==> src/rtl/ssd_pkg.sv <==
// ssd_pkg -- shared definitions for the seven-segment scan decoder.
//   * SSD_0 .. SSD_F : segment codes (bit 6 = G ... bit 0 = A, active-high)
//   * SSD_BLANK      : all segments off
//   * state_t        : per-dwell capture state machine encoding
package ssd_pkg;

  localparam logic [6:0] SSD_0     = 7'h3F;
  localparam logic [6:0] SSD_1     = 7'h06;
  localparam logic [6:0] SSD_2     = 7'h5B;
  localparam logic [6:0] SSD_3     = 7'h4F;
  localparam logic [6:0] SSD_4     = 7'h66;
  localparam logic [6:0] SSD_5     = 7'h6D;
  localparam logic [6:0] SSD_6     = 7'h7D;
  localparam logic [6:0] SSD_7     = 7'h07;
  localparam logic [6:0] SSD_8     = 7'h7F;
  localparam logic [6:0] SSD_9     = 7'h6F;
  localparam logic [6:0] SSD_A     = 7'h77;
  localparam logic [6:0] SSD_B     = 7'h7C;
  localparam logic [6:0] SSD_C     = 7'h39;
  localparam logic [6:0] SSD_D     = 7'h5E;
  localparam logic [6:0] SSD_E     = 7'h79;
  localparam logic [6:0] SSD_F     = 7'h71;
  localparam logic [6:0] SSD_BLANK = 7'h00;

  typedef enum logic [1:0] {
    IDLE   = 2'd0,
    SETTLE = 2'd1,
    HELD   = 2'd2
  } state_t;

endpackage

==> src/rtl/ssd_pattern_decode.sv <==
// ssd_pattern_decode -- combinational segment-pattern lookup.
// Ports:
//   seg   [6:0] in  : segment pattern, G..A, active-high
//   valid       out : pattern is one of the 16 hex glyphs
//   blank       out : pattern is all segments off
//   value [3:0] out : decoded hex value (0 when not valid)
module ssd_pattern_decode
  import ssd_pkg::*;
(
  input  logic [6:0] seg,
  output logic       valid,
  output logic       blank,
  output logic [3:0] value
);

  always_comb begin
    valid = 1'b1;
    blank = 1'b0;
    value = 4'h0;
    case (seg)
      SSD_0:     value = 4'h0;
      SSD_1:     value = 4'h1;
      SSD_2:     value = 4'h2;
      SSD_3:     value = 4'h3;
      SSD_4:     value = 4'h4;
      SSD_5:     value = 4'h5;
      SSD_6:     value = 4'h6;
      SSD_7:     value = 4'h7;
      SSD_8:     value = 4'h8;
      SSD_9:     value = 4'h9;
      SSD_A:     value = 4'hA;
      SSD_B:     value = 4'hB;
      SSD_C:     value = 4'hC;
      SSD_D:     value = 4'hD;
      SSD_E:     value = 4'hE;
      SSD_F:     value = 4'hF;
      SSD_BLANK: begin
        valid = 1'b0;
        blank = 1'b1;
      end
      default:   valid = 1'b0;
    endcase
  end

endmodule

==> src/rtl/ssd_scan_decoder.sv <==
// ssd_scan_decoder -- recovers the digit values from a multiplexed
// seven-segment display bus by watching the segment and digit-enable lines.
//
// Parameters:
//   NUM_DIGITS    : multiplexed digit positions (1..8)
//   STABLE_CYCLES : consecutive unchanged cycles before a capture (2..255)
// Ports:
//   CLK                     in  : clock, all state on rising edge
//   RSTn                    in  : asynchronous active-low reset
//   SSDIn      [6:0]        in  : segment lines G..A
//   DigitSel   [N-1:0]      in  : digit enables, one-hot while a digit is driven
//   ErrClr                  in  : synchronous clear of ErrFlag
//   BCDOut     [4N-1:0]     out : decoded nibble per digit, digit i at [4i+3:4i]
//   DigitValid [N-1:0]      out : digit holds a decoded, non-blank value
//   FrameValid              out : one-cycle pulse once every digit was captured
//   ErrFlag                 out : sticky unrecognised-pattern flag
//
// Build option: define SSD_ACTIVE_LOW_EN for common-anode displays; SSDIn and
// DigitSel are then inverted ahead of the synchroniser.
module ssd_scan_decoder
  import ssd_pkg::*;
#(
  parameter int NUM_DIGITS    = 4,
  parameter int STABLE_CYCLES = 8
) (
  input  logic                    CLK,
  input  logic                    RSTn,
  input  logic [6:0]              SSDIn,
  input  logic [NUM_DIGITS-1:0]   DigitSel,
  input  logic                    ErrClr,
  output logic [4*NUM_DIGITS-1:0] BCDOut,
  output logic [NUM_DIGITS-1:0]   DigitValid,
  output logic                    FrameValid,
  output logic                    ErrFlag
);

  localparam int         BUS_W    = 7 + NUM_DIGITS;
  localparam logic [7:0] CNT_LAST = 8'(STABLE_CYCLES - 1);

  // ---------------------------------------------------------------- polarity
  logic [6:0]            ssd_pol;
  logic [NUM_DIGITS-1:0] sel_pol;

`ifdef SSD_ACTIVE_LOW_EN
  assign ssd_pol = ~SSDIn;
  assign sel_pol = ~DigitSel;
`else
  assign ssd_pol = SSDIn;
  assign sel_pol = DigitSel;
`endif

  // ------------------------------------------------------------ synchroniser
  // prev_reg holds the synchronised bus from one cycle earlier, so a change
  // is seen one edge after it leaves the second synchroniser flop.
  logic [BUS_W-1:0] sync1_reg, sync2_reg, prev_reg;

  always_ff @(posedge CLK or negedge RSTn) begin
    if (!RSTn) begin
      sync1_reg <= '0;
      sync2_reg <= '0;
      prev_reg  <= '0;
    end else begin
      sync1_reg <= {ssd_pol, sel_pol};
      sync2_reg <= sync1_reg;
      prev_reg  <= sync2_reg;
    end
  end

  logic [6:0]            seg;
  logic [NUM_DIGITS-1:0] sel;
  logic                  sel_onehot;
  logic                  changed;

  assign seg        = sync2_reg[BUS_W-1:NUM_DIGITS];
  assign sel        = sync2_reg[NUM_DIGITS-1:0];
  assign sel_onehot = $onehot(sel);
  assign changed    = (sync2_reg != prev_reg);

  // ------------------------------------------------------------------ decode
  logic       dec_valid;
  logic       dec_blank;
  logic [3:0] dec_value;

  ssd_pattern_decode u_decode (
    .seg   (seg),
    .valid (dec_valid),
    .blank (dec_blank),
    .value (dec_value)
  );

  // --------------------------------------------------------------------- FSM
  state_t     state_reg, state_next;
  logic [7:0] cnt_reg, cnt_next;
  logic       capture;

  always_ff @(posedge CLK or negedge RSTn) begin
    if (!RSTn) begin
      state_reg <= IDLE;
      cnt_reg   <= '0;
    end else begin
      state_reg <= state_next;
      cnt_reg   <= cnt_next;
    end
  end

  // The capture fires on the edge at which the counter would step onto
  // STABLE_CYCLES-1.  With the cycle spent entering SETTLE this puts the
  // capture STABLE_CYCLES+2 edges after the pins last moved.
  always_comb begin
    state_next = state_reg;
    cnt_next   = cnt_reg;
    capture    = 1'b0;
    case (state_reg)
      IDLE: begin
        if (sel_onehot) begin
          state_next = SETTLE;
          cnt_next   = '0;
        end
      end
      SETTLE: begin
        if (!sel_onehot) begin
          state_next = IDLE;
          cnt_next   = '0;
        end else if (changed) begin
          cnt_next = '0;
        end else if (cnt_reg + 8'd1 == CNT_LAST) begin
          capture    = 1'b1;
          state_next = HELD;
          cnt_next   = CNT_LAST;
        end else begin
          cnt_next = cnt_reg + 8'd1;
        end
      end
      HELD: begin
        if (!sel_onehot) begin
          state_next = IDLE;
          cnt_next   = '0;
        end else if (changed) begin
          state_next = SETTLE;
          cnt_next   = '0;
        end
      end
      default: begin
        state_next = IDLE;
        cnt_next   = '0;
      end
    endcase
  end

  // ------------------------------------------------------- per-digit storage
  // sel is one-hot whenever capture is asserted, so it doubles as the
  // write-enable vector.
  logic [NUM_DIGITS-1:0] cap_bit;
  logic [3:0]            nibble_reg [NUM_DIGITS];
  logic                  dv_reg     [NUM_DIGITS];

  assign cap_bit = capture ? sel : '0;

  generate
    for (genvar gi = 0; gi < NUM_DIGITS; gi++) begin : g_digit
      always_ff @(posedge CLK or negedge RSTn) begin
        if (!RSTn) begin
          nibble_reg[gi] <= 4'h0;
          dv_reg[gi]     <= 1'b0;
        end else if (cap_bit[gi]) begin
          // Blank and unknown patterns keep the old nibble but drop valid.
          if (dec_valid) begin
            nibble_reg[gi] <= dec_value;
          end
          dv_reg[gi] <= dec_valid;
        end
      end

      assign BCDOut[4*gi +: 4] = nibble_reg[gi];
      assign DigitValid[gi]    = dv_reg[gi];
    end
  endgenerate

  // ------------------------------------------------------- frame and errors
  logic [NUM_DIGITS-1:0] mask_reg, mask_next;
  logic                  frame_reg;
  logic                  err_reg;
  logic                  new_err;

  // A full mask is reported and cleared on the following edge; a capture
  // landing on that edge still starts the next frame.
  assign mask_next = ((&mask_reg) ? '0 : mask_reg) | cap_bit;
  assign new_err   = capture & ~dec_valid & ~dec_blank;

  always_ff @(posedge CLK or negedge RSTn) begin
    if (!RSTn) begin
      mask_reg  <= '0;
      frame_reg <= 1'b0;
      err_reg   <= 1'b0;
    end else begin
      mask_reg  <= mask_next;
      frame_reg <= &mask_reg;
      // A fresh error wins over a simultaneous clear.
      err_reg   <= (err_reg & ~ErrClr) | new_err;
    end
  end

  assign FrameValid = frame_reg;
  assign ErrFlag    = err_reg;

endmodule

==> config.mk <==
export PLATFORM = sky130hd
export DESIGN_NAME = ssd_scan_decoder
export DESIGN_NICKNAME = d
export VERILOG_FILES = /design/src/rtl/ssd_pkg.sv /design/src/rtl/ssd_pattern_decode.sv /design/src/rtl/ssd_scan_decoder.sv
export SDC_FILE = /design/constraint.sdc
export NUM_CORES = 1
export LEC_CHECK = 0
export BUFFER_PORTS_ARGS = -buffer_cell sky130_fd_sc_hd__buf_2
export CORE_UTILIZATION = 40
export DETAILED_ROUTE_END_ITERATION = 8
export PLACE_DENSITY_LB_ADDON = 0.2
export RECOVER_POWER = 100
export SETUP_SLACK_MARGIN = 0.05
export SLEW_MARGIN = 20
export SYNTH_ARGS = -nofsm -noshare
export SYNTH_HDL_FRONTEND = slang
export SYNTH_SLANG_ARGS = --single-unit
==> constraint.sdc <==
create_clock -name CLK -period 3.5 [get_ports CLK]
set_input_delay 1.05 -clock CLK [delete_from_list [all_inputs] [get_ports CLK]]
set_output_delay 1.05 -clock CLK [all_outputs]
set_load 0.005 [all_outputs]
==> flow_summary.toml, run 1 <==
[clocking]
postCtsSetupBuffers = 0
cts_made_buffers = 9
clock-sinks = 69
cts_hold_buf = 0
clk_latency_ns = 0.33
path_clk_slew_ns = 0.07
htree_levels = 3
cts_tree = "yes"
root_buffer = "clkbuf_8"
cts_buffer_depth = 2

[layout]
fill_cells = 752
drive_gt1_share_pct = 20.8
finalNetCount = 318
synthToLayoutAreaGrowth_pct = 10.9
diodes = 0
largest_reg_flops = 16

[yosys]
synth_edf_count = 0
yosys.area.top_type = "dfrtp_1"
syn_area_per_cell_sq_um = 12.3
synth.area.top_cells = "dfrtp_1 54%, mux2_4 7.5%, xnor2_1 3.6%"
syn_area_sq_um = 3200
yosysUniqueCellTypes = 54
synth-seq-area-share_pct = 53.9
synthArstFlopShare_pct = 100
synth_top_area_share_pct = 53.9
synthFlopType = "dfrtp_1"
synth_nets = 279
netlist_instances = 260
ys_warn_count = 0
ys_seq_elements = 69

[global_routing]
grtUsageMet1_pct = 21.1
antenna_found_initial = 0
met3_usage_pct = 4.36
grt_max_degree = 28
grt_usage_pct = 14.8
grt_pass1_wl_um = 9540
grtUsageMet2_pct = 21.7
grt-ovfl-total = 0
top_usage_layer = "met2"
grt_pass1_vias = 1910

[timing]
tightest_slew_ns = 1.36
finalSetupTns_ns = 0
fin_crit_ns = 3.28
rsz0062_at_grt = "false"
setup_ws_ns = 0.218
fmax_mhz = 305
fin_crit_sh_pct = 93.8
setup_viol = 0
hold_viol_final = 0
finClkSkew_ns = 0.0118
relSlewSlack_pct = 9.34
slew_violations = 0

[floorplanning]
dieArea_sq_um = 8370
row_count = 32
die_w_um = 91.5
io-pin-count = 36
coreArea_sq_um = 7730
die_h_um = 91.5
start_util_pct = 41.5

[detailed_routing]
wl_per_cell_um = 14.5
finalWirelength_um = 5880
vias = 2091
post-route-drc-count = 0
dr.pass1.iters = 4
vias_per_cell = 5.16
drtAntennaViolNets = 0
drt_iter0_markers = 53

[outcome]
outcome = "finished clean"

[worst_setup_path]
startpoint_type = "flop"
worst-path-max-fanout = 7
crit_arrival_ns = 3.49
regToRegSetupSlack_ns = 0.22
end_kind = "flop"
worstPathRequired_ns = 3.71
r2r_cells = 10
critical_path_class = "flop to flop"

[pwr]
p_comb_share_pct = 6.5
power.leakage_uw = 0.00175
seq_power_share_pct = 53.3
pwr-share-clk_pct = 40.2
p_int_uw = 1220
power_uw = 1590
vdd_drop_max_v = 0.000289
power_density_nw_per_um2 = 447
p_sw_share_pct = 23.0
switchingPower_uw = 365

[placement]
gp_congestion = 0.788
dpl_worst_slack_ns = 0.190
port_buffers = 35
hpwl_um = 4060

[flow_run]
cap_violations = 0

[min_path]
min_path_cells = 0
hp-class = "flop to flop"
## area by class of cell
type                    count  area (sq um)  share of cell area [%]
clock inverters             4          47.5                    1.34
flip-flops and latches     69          1730                    48.6
repair buffers             42           195                    5.49
multi-input cells         165          1260                    35.4
inverters                  12          45.0                    1.27
well taps                 102           128                    3.59
clock buffers              11           151                    4.26
## power by group through the flow
stage                     Combinational (uW)  Sequential, uW  Clock [uW]
final                                    103             846         639
after global routing                     116             849         686
after CTS                                109             845         659
after detailed placement                 108             861           0
after global placement                   107             860           0
after floorplan                         79.4             845           0
## cell families after synthesis
| logic type | share of synthesized area (%) |
|---|---|
| AND/OR/NAND/NOR | 17.0 |
| flip-flops | 53.9 |
| AO/OA/AOI/OAI | 9.96 |
| buffers and inverters | 5.35 |
| multiplexers | 7.81 |
| XOR/XNOR | 3.83 |
| adder cells (fa/ha/maj) | 2.19 |
## final timing paths
check / startpoint / to
min in group asynchronous: RSTn / sync2_reg[4]$_DFF_PN0_
hold reg to reg: sync1_reg[7]$_DFF_PN0_ / sync2_reg[7]$_DFF_PN0_
setup / recovery: sync2_reg[0]$_DFF_PN0_ / BCDOut[1]$_DFFE_PN0P_
hold / removal: sync1_reg[7]$_DFF_PN0_ / sync2_reg[7]$_DFF_PN0_
max in group asynchronous: RSTn / sync2_reg[3]$_DFF_PN0_
setup reg to reg: sync2_reg[0]$_DFF_PN0_ / BCDOut[1]$_DFFE_PN0P_
## worst max-delay path, stage by stage (launching register included)
cell,delay (ns)
dfrtp_1,0.42
inv_1,0.08
fa_1,0.53
inv_1,0.04
ha_1,0.17
ha_1,0.27
nor3b_1,0.25
nand3b_1,0.18
nor4_4,0.47
and4b_2,0.40
mux2_1,0.34
## cells in the final DEF, fill, tap and decap left out, types with 2 or more instances in the layout
cell | Yosys | layout
nand4_1 | 4 | 4
dfrtp_1 | 69 | 69
xnor2_1 | 13 | 13
nor3_1 | 5 | 5
o21ai_0 | 10 | 10
nand3b_1 | 4 | 4
nor2_1 | 9 | 9
clkinv_2 | 0 | 2
and4b_2 | 0 | 4
nand4b_1 | 2 | 2
nor3b_1 | 4 | 4
a21oi_1 | 4 | 4
or4b_1 | 2 | 2
a31oi_1 | 2 | 2
buf_2 | 2 | 27
nor2b_1 | 2 | 2
mux2_1 | 0 | 12
nand2_1 | 17 | 17
a22o_1 | 4 | 4
nor4_1 | 1 | 2
a211o_1 | 2 | 2
mux2_4 | 16 | 4
clkbuf_1 | 0 | 14
a21o_1 | 6 | 6
ha_1 | 4 | 4
and2_1 | 2 | 2
nand3_1 | 12 | 12
inv_1 | 12 | 12
and3_1 | 7 | 7
clkbuf_8 | 0 | 11
a21oi_2 | 2 | 2
nand2b_1 | 3 | 3
## synthesized netlist by cell type, types with 3 or more instances
master / number
nor2_1: 9
nand2_1: 17
a21o_1: 6
nand4_1: 4
a21oi_1: 4
nor3_1: 5
mux2_4: 16
and4b_1: 4
nand3_1: 12
nor3b_1: 4
a22o_1: 4
buf_6: 7
ha_1: 4
and3_1: 7
o21ai_0: 10
nand2b_1: 3
nand3b_1: 4
inv_1: 12
xnor2_1: 13
dfrtp_1: 69
buf_4: 5
## metrics by stage
| step | hold WS, ns | util, % | cells | instance area, sq um |
|---|---|---|---|---|
| after global routing | 0.355 | 46.0 | 405 | 3550 |
| final | 0.341 | 46.0 | 405 | 3550 |
| after floorplan | 0.331 | - | 260 | 3200 |
| after global placement | 0.331 | 44.4 | 390 | 3430 |
| after CTS | 0.344 | 47.0 | 405 | 3630 |
| after detailed placement | 0.335 | 44.4 | 390 | 3430 |
## per-layer routing
metal | vias to the layer above | part of all wire [%]
li1 | 1007 | -
met1 | 1035 | 51
met2 | 44 | 44
met3 | 5 | 3.6
met4 | 0 | 0.80
met5 | - | 0
## repair_timing
action | in CTS | in global routing
resized for setup | 0 | 4
endpoints found under the setup margin | 0 | 16
hold endpoints to repair | 0 | 0
(Power assumes the default switching activity.)
==> run 2: changes to the inputs <==
- CORE_MARGIN: default -> 4
- SYNTH_HIERARCHICAL: default -> 1
==> flow_summary.toml, run 2 <==
[worst_setup_path]
r2r_start = "sync2_reg[0]$_DFF_PN0_"
crit_end = "BCDOut[12]$_DFFE_PN0P_"
end_kind = "flop"
critical_path_class = "flop to flop"
cp_slowest_stage_delay_ns = 0.53
crit_path_start = "sync2_reg[0]$_DFF_PN0_"
path_cells = "inv_1 -> fa_1 -> inv_1 -> ha_1 -> ha_1 -> nor3b_1 -> and3b_1 -> nand4_4 -> clkbuf_2 -> nor4_4 -> mux2_2"
regToRegSetupSlack_ns = 0.33
crit_arrival_ns = 3.40
cp_slowest_cell = "fa_1"
r2r_cells = 11
worstPathRequired_ns = 3.73
worst-path-max-fanout = 8
rr_endpoint = "BCDOut[12]$_DFFE_PN0P_"
worst-path-buf-inv = 3
cp.depth = 11
startpoint_type = "flop"
crit_family = "adder cells"

[pwr]
power.leakage_uw = 0.00169
vdd_drop_max_v = 0.000250
power_density_nw_per_um2 = 428

[floorplanning]
io-pin-count = 36
die_w_um = 97.5
die_h_um = 97.5
coreArea_sq_um = 7770
dieArea_sq_um = 9500
row_count = 32
start_util_pct = 41.2

[global_routing]
antenna_found_initial = 0
grt-ovfl-total = 0
grt_pass1_vias = 2102
grt_max_degree = 26
grt_pass1_wl_um = 10400
grt_usage_pct = 13.5

[clocking]
cts_tree = "yes"
cts_buffer_depth = 2
clk_latency_ns = 0.35
cts_hold_buf = 0
root_buffer = "clkbuf_8"
clock-sinks = 69
htree_levels = 3
path_clk_slew_ns = 0.08
cts_made_buffers = 9

[detailed_routing]
drt_iter0_markers = 93
vias = 2108
wl_per_cell_um = 14.8
drtAntennaViolNets = 0
dr.pass1.iters = 5
vias_per_cell = 5.18
post-route-drc-count = 0
finalWirelength_um = 6010

[placement]
gp_congestion = 0.785
hpwl_um = 4100
port_buffers = 35

[yosys]
yosysMostFrequentCell = "dfrtp_1"
synth_top_area_share_pct = 53.9
synth-seq-area-share_pct = 53.9
synth.area.top_cells = "dfrtp_1 54%, mux2_2 6.0%, xor2_1 3.3%"
netlist_instances = 259
synthArstFlopShare_pct = 100
synth_edf_count = 0
synth_nets = 278
ys_warn_count = 6
synthTopCellsByCount = "69 x dfrtp_1, 18 x nand2_1, 17 x mux2_2"
synthFlopType = "dfrtp_1"
yosys.area.top_type = "dfrtp_1"
ys_seq_elements = 69
syn_area_sq_um = 3200
syn_area_per_cell_sq_um = 12.4
yosysUniqueCellTypes = 61

[flow_run]
cap_violations = 0

[timing]
rsz0062_at_grt = "false"
fmax_mhz = 316
hold_viol_final = 0
finClkSkew_ns = 0.00637
slew_violations = 0
fin_crit_ns = 3.17
fin_crit_sh_pct = 90.5
relSlewSlack_pct = 8.90
setup_viol = 0
finalSetupTns_ns = 0
tightest_slew_ns = 1.37

[outcome]
outcome = "finished clean"

[layout]
diodes = 0
post-route-util_pct = 46.2
drive_gt1_share_pct = 23.9
finalNetCount = 319
synthToLayoutAreaGrowth_pct = 12.1
largest_reg_flops = 16
final_cell_mix = "69 x dfrtp_1, 24 x buf_2, 18 x nand2_1"
final_common_cell = "dfrtp_1"

[min_path]
hp-class = "flop to flop"
[run 2: power by group]
part	switching [uW]	total [uW]	internal, uW
logic	58.0	91.8	33.7
registers	27.0	845	818
clock network	321	601	279
total	406	1540	1130
[run 2: cell families (layout without fill, tap and decap cells)]
family | count (synthesis) | in the layout | synth area share [%]
mux | 20 | 20 | 7.38
simple gates | 85 | 85 | 18.7
fa+ha+maj | 5 | 5 | 2.19
compound gates | 41 | 41 | 9.41
buf+inv | 26 | 72 | 4.88
xor+xnor | 13 | 13 | 3.55
flops | 69 | 69 | 53.9
[run 2: worst min-delay path by stage]
stage / endpoint / slack (ns) / depth (start not counted) / start
after floorplan: sync2_reg[0]$_DFF_PN0_ / 0.33 / 0 / sync1_reg[0]$_DFF_PN0_
after CTS: sync2_reg[5]$_DFF_PN0_ / 0.35 / 0 / sync1_reg[5]$_DFF_PN0_
after detailed placement: sync2_reg[8]$_DFF_PN0_ / 0.34 / 0 / sync1_reg[8]$_DFF_PN0_
after global placement: sync2_reg[8]$_DFF_PN0_ / 0.33 / 0 / sync1_reg[8]$_DFF_PN0_
after global routing: sync2_reg[5]$_DFF_PN0_ / 0.35 / 0 / sync1_reg[5]$_DFF_PN0_
final: sync2_reg[5]$_DFF_PN0_ / 0.35 / 0 / sync1_reg[5]$_DFF_PN0_
[run 2: timing repair]
item,CTS,global route
setup buffers,0,3
resized for setup,0,0
endpoints found under the setup margin,0,20
[run 2: cell type report]
class,count,area [sq um]
inverters,11,41.3
clock inverters,6,47.5
repair buffers,45,211
flip-flops and latches,69,1730
well taps,102,128
multi-input cells,164,1300
fillers,745,4180
clock buffers,10,138
[run 2: per-layer routing]
layer	GRT usage [%]	part of all wire, %	routed length, um
met1	18.3	48	2900
met2	20.8	45	2690
met3	3.16	5.0	300
met4	5.86	2.0	123
met5	0	0	0
[run 2: per-stage QoR]
step	instance area (sq um)	setup slack, ns	total power, uW	cells	hold WS [ns]
2_1_floorplan	3200	0.347	918	259	0.331
3_3_place_gp	3440	0.313	959	388	0.332
3_5_place_dp	3440	0.222	960	388	0.336
4_1_cts	3630	0.223	1570	404	0.347
5_1_grt	3590	0.0820	1610	407	0.355
6_report	3590	0.331	1540	407	0.349
[run 2: worst reg2reg max path, stage by stage, from the launching register on]
cell and delay, ns:
dfrtp_1 0.41, inv_1 0.10, fa_1 0.53, inv_1 0.04
ha_1 0.17, ha_1 0.26, nor3b_1 0.23, and3b_1 0.25
nand4_4 0.08, clkbuf_2 0.26, nor4_4 0.35, mux2_2 0.38
==> run 3: changes to the inputs <==
- ABC_AREA: default -> 1
- CELL_PAD_IN_SITES_DETAIL_PLACEMENT: default -> 0
- CELL_PAD_IN_SITES_GLOBAL_PLACEMENT: default -> 2
- CORE_UTILIZATION: 40 -> 35
==> flow_summary.toml, run 3 <==
[worst_setup_path]
path_cells = "inv_1 -> fa_1 -> inv_1 -> ha_1 -> ha_1 -> nor3_4 -> inv_1 -> nor3_4 -> nand3_4 -> nor2_4 -> nand2_1 -> nand2_1 -> nand2_1"
end_kind = "flop"
worst-path-max-fanout = 22
cp_slowest_cell = "fa_1"
cp_slowest_stage_delay_ns = 0.54
crit_family = "simple AND/OR/NAND/NOR gates"
crit_arrival_ns = 3.42
worst-path-buf-inv = 3
critical_path_class = "flop to flop"
startpoint_type = "flop"
worstPathRequired_ns = 3.73

[floorplanning]
row_count = 35
dieArea_sq_um = 11100
start_util_pct = 35.9
io-pin-count = 36
coreArea_sq_um = 9240
die_w_um = 105
die_h_um = 105

[timing]
setup_ws_ns = 0.312
relSlewSlack_pct = -13.1
fin_crit_sh_pct = 91.1
fin_crit_ns = 3.19
hold_viol_final = 0
setup_viol = 0
fmax_mhz = 314
tightest_slew_ns = 1.70
slew_violations = 70
finalSetupTns_ns = 0
rsz0062_at_grt = "false"
finClkSkew_ns = 0.00786

[pwr]
seq_power_share_pct = 48.5
power_density_nw_per_um2 = 461
switchingPower_uw = 477
pwr-share-clk_pct = 43.3
power.leakage_uw = 0.00194
p_comb_share_pct = 8.2
p_sw_share_pct = 27.2
vdd_drop_max_v = 0.000196
p_int_uw = 1280

[clocking]
postCtsSetupBuffers = 0
clock-sinks = 69
cts_made_buffers = 9
cts_buffer_depth = 2
ctsResizeCount = 0
path_clk_slew_ns = 0.08
cts_tree = "yes"
clk_latency_ns = 0.35
htree_levels = 3
cts_hold_buf = 0
root_buffer = "clkbuf_8"

[flow_run]
cap_violations = 1

[placement]
gp_congestion = 0.810
hpwl_um = 5270
placed_cell_area_sq_um = 3620
dpl_worst_slack_ns = 0.318
port_buffers = 35

[layout]
final_cell_mix = "120 x nand2_1, 69 x dfrtp_1, 44 x inv_1"
synthToLayoutAreaGrowth_pct = 14.9
final_common_cell = "nand2_1"
finalNetCount = 452
drive_gt1_share_pct = 17.1
fin_area_sq_um = 3810
largest_reg_flops = 16
diodes = 0

[yosys]
synth_nets = 412
synthArstFlopShare_pct = 100
netlist_instances = 393
yosys.area.top_type = "dfrtp_1"
yosysMostFrequentCell = "nand2_1"
synthFlopType = "dfrtp_1"
syn_area_per_cell_sq_um = 8.44
synth_top_area_share_pct = 52.1
ys_warn_count = 6
syn_area_sq_um = 3320
synth.area.top_cells = "dfrtp_1 52%, nand2_1 13%, inv_1 4.9%"
ys_seq_elements = 69
synth-seq-area-share_pct = 52.1
synth_edf_count = 0
yosysUniqueCellTypes = 32
synthTopCellsByCount = "118 x nand2_1, 69 x dfrtp_1, 43 x inv_1"

[detailed_routing]
wl_per_cell_um = 12.9
drtAntennaViolNets = 0
drt_iter0_markers = 98
finalWirelength_um = 7300
vias_per_cell = 4.56
post-route-drc-count = 0
vias = 2583
dr.pass1.iters = 4

[global_routing]
grt_max_degree = 70
grt_pass1_vias = 2594
grt_usage_pct = 14.5
antenna_found_initial = 0
grt_pass1_wl_um = 12700
grt-ovfl-total = 0

[min_path]
hp-class = "flop to flop"

[outcome]
failed_checks = "max-capacitance violations, max-slew violations"
outcome = "finished with violations"
## run 3: power by group through the flow
stage               logic (uW)  registers, uW  clock network [uW]
finish                     144            851                 760
floorplan                  109            858                   0
CTS                        157            852                 783
detailed placement         158            868                   0
global route               167            857                 819
global placement           157            867                   0
## run 3: cells by family after synthesis
group / share of synthesized area, %
AND/OR/NAND/NOR: 33.5
flip-flops: 52.1
buffers and inverters: 7.32
AO/OA/AOI/OAI: 3.70
XOR/XNOR: 1.32
adder cells (fa/ha/maj): 2.11
## run 3: per-layer routing
| metal | up-vias | global-route usage [%] | routed length (um) |
|---|---|---|---|
| li1 | 1322 | - | - |
| met1 | 1212 | 19.6 | 3460 |
| met2 | 43 | 22.9 | 3500 |
| met3 | 6 | 3.31 | 240 |
| met4 | 0 | 4.78 | 93 |
| met5 | - | 0 | 0 |
## run 3: cell type report
type,count,area [sq um]
Sequential cell,69,1730
Inverter,49,184
Timing Repair Buffer,37,171
Multi-Input combinational cell,267,1340
Fill cell,978,5430
Clock buffer,9,124
Tap cell,129,161
Clock inverter,7,105
## run 3: final timing paths
| kind | cells past startpoint | from | endpoint | slack, ns |
|---|---|---|---|---|
| max in group asynchronous | 2 | RSTn | sync2_reg[10]$_DFF_PN0_ | 1.26 |
| worst min register to register | 0 | sync1_reg[6]$_DFF_PN0_ | sync2_reg[6]$_DFF_PN0_ | 0.35 |
| worst max-delay path | 13 | sync2_reg[0]$_DFF_PN0_ | DigitValid[1]$_DFFE_PN0P_ | 0.31 |
| min in group asynchronous | 2 | RSTn | sync1_reg[4]$_DFF_PN0_ | 1.24 |
| worst max register to register | 13 | sync2_reg[0]$_DFF_PN0_ | DigitValid[1]$_DFFE_PN0P_ | 0.31 |
| worst min-delay path | 0 | sync1_reg[6]$_DFF_PN0_ | sync2_reg[6]$_DFF_PN0_ | 0.35 |
## run 3: per-stage QoR
step                hold WS, ns  power (uW)  cells  util [%]
detailed placement        0.335        1030    551      39.2
global placement          0.332        1020    551      39.2
floorplan                 0.331         967    393         -
finish                    0.352        1760    567      41.2
CTS                       0.355        1790    567      41.7
global route              0.364        1840    567      41.2
